===== src/rtl/ring_phase_monitor.sv =====
// One-hot ring counter monitor: legality/rotation check, phase lock,
// slot encode, revolution counting and sticky fault capture.
module ring_phase_monitor #(
  parameter int BITS     = 4,
  parameter int DIR      = 0,
  parameter int LOCK_CNT = 2,
  parameter int REV_W    = 8
) (
  input  logic                     clk,
  input  logic                     ORI,
  input  logic                     en,
  input  logic [BITS-1:0]          Q,
  input  logic                     clr_err,
  output logic [$clog2(BITS)-1:0]  slot,
  output logic                     slot_vld,
  output logic                     wrap,
  output logic [REV_W-1:0]         rev_cnt,
  output logic                     locked,
  output logic                     err,
  output logic [1:0]               err_code
);

  localparam int SW = $clog2(BITS);
  localparam int CW = $clog2(LOCK_CNT + 1);
  // Bit that q_prev must occupy for a step to complete a revolution
  localparam int WB = (DIR == 0) ? BITS - 1 : 0;

  typedef enum logic [1:0] {
    SYNC   = 2'd0,
    TRACK  = 2'd1,
    LOCKED = 2'd2,
    FAULT  = 2'd3
  } state_t;

  state_t            state, n_state;
  logic [BITS-1:0]   q_prev, n_q_prev;
  logic [CW-1:0]     match_cnt, n_match_cnt;
  logic [CW-1:0]     cnt_inc;
  logic [SW-1:0]     n_slot, q_idx;
  logic              n_slot_vld, n_wrap, n_locked, n_err;
  logic [REV_W-1:0]  n_rev_cnt;
  logic [1:0]        n_err_code;
  logic [BITS-1:0]   rot_prev, expected;
  logic              onehot, match;

  // Rotation of the previous sample, legality and step-match decode
  always_comb begin
    if (DIR == 0) rot_prev = {q_prev[BITS-2:0], q_prev[BITS-1]};
    else          rot_prev = {q_prev[0], q_prev[BITS-1:1]};
    expected = en ? rot_prev : q_prev;
    match    = (Q == expected);
    onehot   = (Q != '0) && ((Q & (Q - BITS'(1))) == '0);
    cnt_inc  = match_cnt + CW'(1);
  end

  // Binary index of the set bit of Q
  always_comb begin
    q_idx = '0;
    for (int i = 0; i < BITS; i++) begin
      if (Q[i]) q_idx = SW'(i);
    end
  end

  // Next-state and next-output logic
  always_comb begin
    n_state     = state;
    n_q_prev    = Q;
    n_match_cnt = match_cnt;
    n_slot      = slot;
    n_slot_vld  = slot_vld;
    n_wrap      = 1'b0;
    n_rev_cnt   = rev_cnt;
    n_locked    = locked;
    n_err       = err;
    n_err_code  = err_code;
    unique case (state)
      SYNC: begin
        if (onehot) begin
          n_match_cnt = '0;
          n_state     = TRACK;
        end
      end
      TRACK: begin
        if (match) begin
          n_match_cnt = cnt_inc;
          if (cnt_inc == CW'(LOCK_CNT)) begin
            n_state    = LOCKED;
            n_locked   = 1'b1;
            n_slot_vld = 1'b1;
            n_slot     = q_idx;
          end
        end else begin
          n_match_cnt = '0;
          n_state     = SYNC;
        end
      end
      LOCKED: begin
        if (match) begin
          n_slot = q_idx;
          if (en && q_prev[WB]) begin
            n_wrap    = 1'b1;
            n_rev_cnt = rev_cnt + REV_W'(1);
          end
        end else begin
          n_state    = FAULT;
          n_err      = 1'b1;
          n_locked   = 1'b0;
          n_slot_vld = 1'b0;
          if (!onehot)  n_err_code = 2'b01;
          else if (!en) n_err_code = 2'b11;
          else          n_err_code = 2'b10;
        end
      end
      FAULT: begin
        if (clr_err) begin
          n_err       = 1'b0;
          n_err_code  = 2'b00;
          n_rev_cnt   = '0;
          n_match_cnt = '0;
          n_state     = SYNC;
        end
      end
      default: n_state = SYNC;
    endcase
  end

  // State and registered outputs
  always_ff @(posedge clk or posedge ORI) begin
    if (ORI) begin
      state     <= SYNC;
      q_prev    <= '0;
      match_cnt <= '0;
      slot      <= '0;
      slot_vld  <= 1'b0;
      wrap      <= 1'b0;
      rev_cnt   <= '0;
      locked    <= 1'b0;
      err       <= 1'b0;
      err_code  <= 2'b00;
    end else begin
      state     <= n_state;
      q_prev    <= n_q_prev;
      match_cnt <= n_match_cnt;
      slot      <= n_slot;
      slot_vld  <= n_slot_vld;
      wrap      <= n_wrap;
      rev_cnt   <= n_rev_cnt;
      locked    <= n_locked;
      err       <= n_err;
      err_code  <= n_err_code;
    end
  end

endmodule


===== config.mk =====
export PLATFORM = sky130hd
export DESIGN_NAME = ring_phase_monitor
export DESIGN_NICKNAME = d
export VERILOG_FILES = /design/src/rtl/ring_phase_monitor.sv
export SDC_FILE = /design/constraint.sdc
export NUM_CORES = 1
export LEC_CHECK = 0
export ABC_AREA = 1
export BUFFER_PORTS_ARGS = -buffer_cell sky130_fd_sc_hd__buf_2
export CORE_UTILIZATION = 54
export DETAILED_ROUTE_END_ITERATION = 10
export GPL_ROUTABILITY_DRIVEN = 0
export PLACE_DENSITY = 0.8
export SETUP_SLACK_MARGIN = 0.15
export SYNTH_ARGS = -nofsm -noshare
export SYNTH_HDL_FRONTEND = slang
export SYNTH_SLANG_ARGS = --single-unit

===== constraint.sdc =====
create_clock -name clk -period 1.6 [get_ports clk]
set_input_delay 0.08 -clock clk [delete_from_list [all_inputs] [get_ports clk]]
set_output_delay 0.08 -clock clk [all_outputs]
set_load 0.005 [all_outputs]

# Word-level counts from Yosys, hierarchy flattened
# Index checks and enable logic that the tools add are counted.
# W data, S select, Z words.
[word_totals]
output_inout_bits = 16
word_cells = 75
input_bits = 8
reg_bits = 23
[classes]
bitwise = 1
add_sub_neg = 3
reduce_logical = 14
mux = 35
eq_ne = 13
[ops]
columns = ["operator", "count"]
rows = [
  ["$mux W2", 14],
  ["$mux W8", 3],
  ["$pmux W8 S2", 1],
  ["$reduce_and A4 Y1", 4],
  ["$ne A2 B2 Y1 const B", 7],
  ["$mux W1", 10],
  ["$add A8 B1 Y8 const B", 1],
  ["$pmux W2 S2", 2],
  ["$pmux W2 S4", 1],
  ["$eq A2 B2 Y1 const B", 3],
  ["$pmux W2 S3", 1],
  ["$reduce_and A3 Y1", 2],
  ["$and A4 B4 Y4", 1],
  ["$eq A4 B4 Y1", 1],
  ["$logic_not A4 Y1", 1],
  ["$mux W4", 1],
  ["$pmux W1 S2", 2],
  ["$reduce_bool A2 Y1", 2],
  ["$reduce_bool A4 Y1", 1],
  ["$sub A4 B1 Y4 const B", 1],
  ["$ne A3 B3 Y1 const B", 1],
  ["$reduce_bool A3 Y1", 1],
  ["$add A2 B1 Y2 const B", 1],
  ["$eq A2 B1 Y1 const B", 1],
  ["2 further kinds", 3],
]

# Depth between registers and ports, before layout
[logic_depth]
word_depth = 7
mapped_depth = 11
ltp_nobuf = 11

# Least setup slack after synthesis
# Ideal clock, no wire load.
[synth_timing]
path_type = "flip-flop to flip-flop"
from = "register state[0]"
to = "register rev_cnt[7]"
setup_time_ps = 118
path_stages_with_launch = 7
path_buffers = 0
setup_slack_ps = 193
synth_period_minus_slack_ps = 1407
arrival_time_ps = 1290
required_time_ps = 1482
cell_sequence = "dfrtp_1 -> nor2_1 -> nand3_1 -> nand2_2 -> nand2_4 -> nand2_1 -> nand2_1"
[synth_via]
elab_chain_len = 3
elab_cells_between_ends = 8
classes_between = "eq/ne: 5; mux: 1; reduce/logical: 2"
[synth_lines]
columns = ["item", "line_no", "rtl"]
rows = [
  ["start, declared", "35", "state_t state, n_state;"],
  ["start signal, assigned", "141", "state <= n_state;"],
  ["$eq A2 B2 Y1", "76", "unique case (state)"],
  ["$ne A2 B2 Y1 (no source line) or $reduce_bool A2 Y1 (tied branches)", "n/a", ""],
  ["$reduce_and A4 Y1 (no source line)", "n/a", ""],
  ["end signal, assigned", "147", "rev_cnt <= n_rev_cnt;"],
  ["end, declared", "17", "output logic [REV_W-1:0] rev_cnt,"],
]
# Several ways; a longest one is shown, not always the timed one.
# A chain may end at the register's enable or synchronous reset.

# Worst setup path in the final report
[layout_timing]
from = "register q_prev[3]"
to = "register rev_cnt[7]"
[layout_via]
elab_chain_len = 4
elab_cells_between_ends = 6
classes_between = "eq/ne: 3; mux: 1; reduce/logical: 2"
[layout_lines]
columns = ["item", "line_no", "rtl"]
rows = [
  ["start, declared", "36", "logic [BITS-1:0] q_prev, n_q_prev;"],
  ["start signal, assigned", "142", "q_prev <= n_q_prev;"],
  ["$mux W4", "50", "expected = en ? rot_prev : q_prev;"],
  ["$eq A4 B4 Y1", "51", "match = (Q == expected);"],
  ["$ne A2 B2 Y1 (no source line)", "n/a", ""],
  ["$reduce_and A4 Y1 (no source line) (*)", "n/a", ""],
]
# Every way passes the cells marked *; elsewhere a longest branch is shown, timed or not.

==> impl_metrics.env <==
export IMPL_synth_most_common_cell="nand2_1"
export IMPL_dieArea_um2=2630
export IMPL_clk_insertion_delay_late_ns=0.32
export IMPL_clock_root_buffer="clkbuf_4"
export IMPL_hold_start="Q[3]"
export IMPL_drive_above_1_share=0.241
export IMPL_nFillCells=190
export IMPL_synth_edf_count=0
export IMPL_critPathMaxStageDelay_ns=0.43
export IMPL_start_util=0.581
export IMPL_dr_pass1_iters=4
export IMPL_die_h_um=51.3
export IMPL_worstPathArrival_ns=1.74
export IMPL_post_dp_hpwl_um=1940
export IMPL_cts_made_buffers=3
export IMPL_ys_flop_type="dfrtp_1"
export IMPL_finalHoldViolations=0
export IMPL_postRouteAntennaNets=0
export IMPL_h_tree_depth=1
export IMPL_ys_seq_elements=23
export IMPL_max_slew_worst_pin_slew_ns=0.297
export IMPL_finalCritPeriodShare=0.924
export IMPL_timing_rr_start="q_prev[3]$_DFF_PP0_"
export IMPL_yosysTopAreaCell="dfrtp_1"
export IMPL_core_rowCount=17
export IMPL_grt_antenna_before_repair=0
export IMPL_core_area_um2=2250
export IMPL_synth_top_area_frac=0.439
export IMPL_async_flop_share=1.00
export IMPL_syn_area_per_cell_um2=7.36
export IMPL_vias=1234
export IMPL_detail_route_wl_per_cell_um=11.5
export IMPL_crit_start="q_prev[3]$_DFF_PP0_"
export IMPL_viasPerCell=5.06
export IMPL_grt_max_degree=24
export IMPL_ir_drop_uv=935
export IMPL_synthDistinctLibCells=22
export IMPL_grt_pass1_vias=1131
export IMPL_synth_area_top_cells="dfrtp_1 (44%), nand2_1 (19%), nand3_1 (8.4%)"
export IMPL_regArea_um2=576
export IMPL_ys_seq_area_frac=0.439
export IMPL_syn_to_final_growth_pct=22.5
export IMPL_io_buffers=23
export IMPL_power_density_nw_per_um2=972
export IMPL_diodes=0
export IMPL_multiInputGateArea_um2=668
export IMPL_grt_pass1_wl_um=4520
export IMPL_slew_headroom=0.802
export IMPL_period_minus_slack_ns=1.48
export IMPL_overflow=0
export IMPL_cts_buffer_depth=2
export IMPL_wl_um=2810
export IMPL_cts_tree="yes"
export IMPL_start_kind="flip-flop"
export IMPL_critPathMaxFanout=5
export IMPL_die_x_um=51.3
export IMPL_ios=24
export IMPL_cp_slowest_cell="dfrtp_1"
export IMPL_holdWs_ns=0.0968
export IMPL_synthTopCellsByCount="nand2_1 (65), dfrtp_1 (23), nand3_1 (22), inv_1 (21), nor2_1 (15)"
export IMPL_rsz0062_at_grt="yes"
export IMPL_syn_nets=188
export IMPL_cp_data_required_time_ns=1.86
export IMPL_clk_pin_slew_worst_paths_ns=0.13
export IMPL_worstPathCellList="nand2_1 > nand2_1 > nand2_1 > nand2_2 > nor2_4 > nand2_4 > nand2_8 > buf_4 > nand3_1 > nand2_1"
export IMPL_crit_family="simple AND/OR/NAND/NOR gates"
export IMPL_worstSetupPathType="flip-flop to flip-flop"
export IMPL_yosysWarnings=0
export IMPL_syn_inst=178
export IMPL_finalSetupTns_ns=0
export IMPL_syn_cell_area_um2=1310
export IMPL_hold_path_class="primary input to flip-flop"
export IMPL_setup_viol=0
export IMPL_clock_sinks=23
export IMPL_critPathCaptureType="flip-flop"
export IMPL_drc=0
export IMPL_p_leak_nw=0.927
export IMPL_run_status="complete, no violations"
export IMPL_worst_clock_skew_ns=0.0109
export IMPL_grt_use_total=0.229
export IMPL_dr_first_iter_drc_count=26
export IMPL_final_max_slew_violation_count=0
export IMPL_crit_path_frequent_cell="nand2_1"
export IMPL_clock_fmax_mhz=676
export IMPL_maxCapViolCount=0
export IMPL_crit_buf_inv=1
export IMPL_fin_nets=227
-- layout by cell type, fill, tap and decap left out, types with 2 or more instances in the layout --
cell type	count
ha_1	2
dfrtp_1	23
a21oi_1	2
nand2_4	3
o21ai_1	6
buf_2	23
xnor2_1	2
dlygate4sd3_1	5
nor2_1	14
nand2_2	8
clkbuf_4	3
nand2_1	61
nand3_1	22
nor2_4	2
inv_1	21
buf_4	7
-- area by class of cell --
class                   count  share of cell area
clock buffers               4              0.0164
inverters                  22              0.0514
well taps                  28              0.0218
repair buffers             35               0.136
flip-flops and latches     23               0.359
multi-input cells         132               0.416
-- sequential cells by signal (all words and copies together), names as in the netlist, named ones only --
register and count:
rev_cnt 8, err_code 2, match_cnt 2, slot 2
err 1, q_prev 4, wrap 1, locked 1
state 1
-- cells by family (layout without fill, tap and decap cells) --
logic type	Yosys count	count (layout)	synth area share
AO/OA/AOI/OAI	10	10	0.0382
AND/OR/NAND/NOR	116	117	0.406
flip-flops	23	23	0.439
adder cells (fa/ha/maj)	2	2	0.0191
buffers and inverters	24	61	0.0774
XOR/XNOR	3	3	0.0201
-- metal layers --
layer / vias up / share of wire / GRT usage
met4: 0 / 0.020 / 0.0811
met5: - / 0 / 0
met2: 36 / 0.50 / 0.421
li1: 632 / - / -
met1: 559 / 0.45 / 0.273
met3: 7 / 0.030 / 0.0268
-- report_power, final --
part	switching, mW	leakage (nW)	internal, mW
combinational	0.274	0.608	0.236
clock	0.174	0.0150	0.0975
sequential	0.0873	0.304	0.692
total	0.536	0.927	1.03
-- through the flow --
step           setup slack (ns)  utilization  power, mW  instance area (um2)  cells
2_1_floorplan             0.193            -       1.09                 1310    178
3_3_place_gp              0.284        0.646       1.24                 1460    229
3_5_place_dp              0.225        0.646       1.26                 1460    229
4_1_cts                   0.167        0.680       1.53                 1530    238
5_1_grt                  0.0331        0.712       1.67                 1610    244
6_report                  0.121        0.712       1.56                 1610    244
-- worst reg2reg max path, stage by stage (launching register included) --
cell and delay (ns):
dfrtp_1 0.43, nand2_1 0.11, nand2_1 0.07, nand2_1 0.07, nand2_2 0.06, nor2_4 0.15
nand2_4 0.11, nand2_8 0.11, buf_4 0.12, nand3_1 0.10, nand2_1 0.09
-- worst paths after layout --
| kind | endpoint | slack [ns] | depth (start not counted) |
|---|---|---|---|
| worst max-delay path | rev_cnt[7]$_DFFE_PP0P_ | 0.12 | 10 |
| worst min-delay path | slot[0]$_DFFE_PP0P_ | 0.1 | 3 |
| worst max register to register | rev_cnt[7]$_DFFE_PP0P_ | 0.12 | 10 |
| worst min register to register | err$_DFFE_PP0P_ | 0.50 | 2 |
| max in group asynchronous | slot[0]$_DFFE_PP0P_ | 1.04 | 4 |
| min in group asynchronous | rev_cnt[5]$_DFFE_PP0P_ | 0.32 | 4 |
-- what timing repair did --
action	in CTS	in global routing
gates resized for setup	0	8
endpoints found under the hold margin	27	0
hold buffers	5	0
buffers inserted	0	5
endpoints found under the setup margin	0	14
Note: power is estimated with default switching activity, not from simulation.
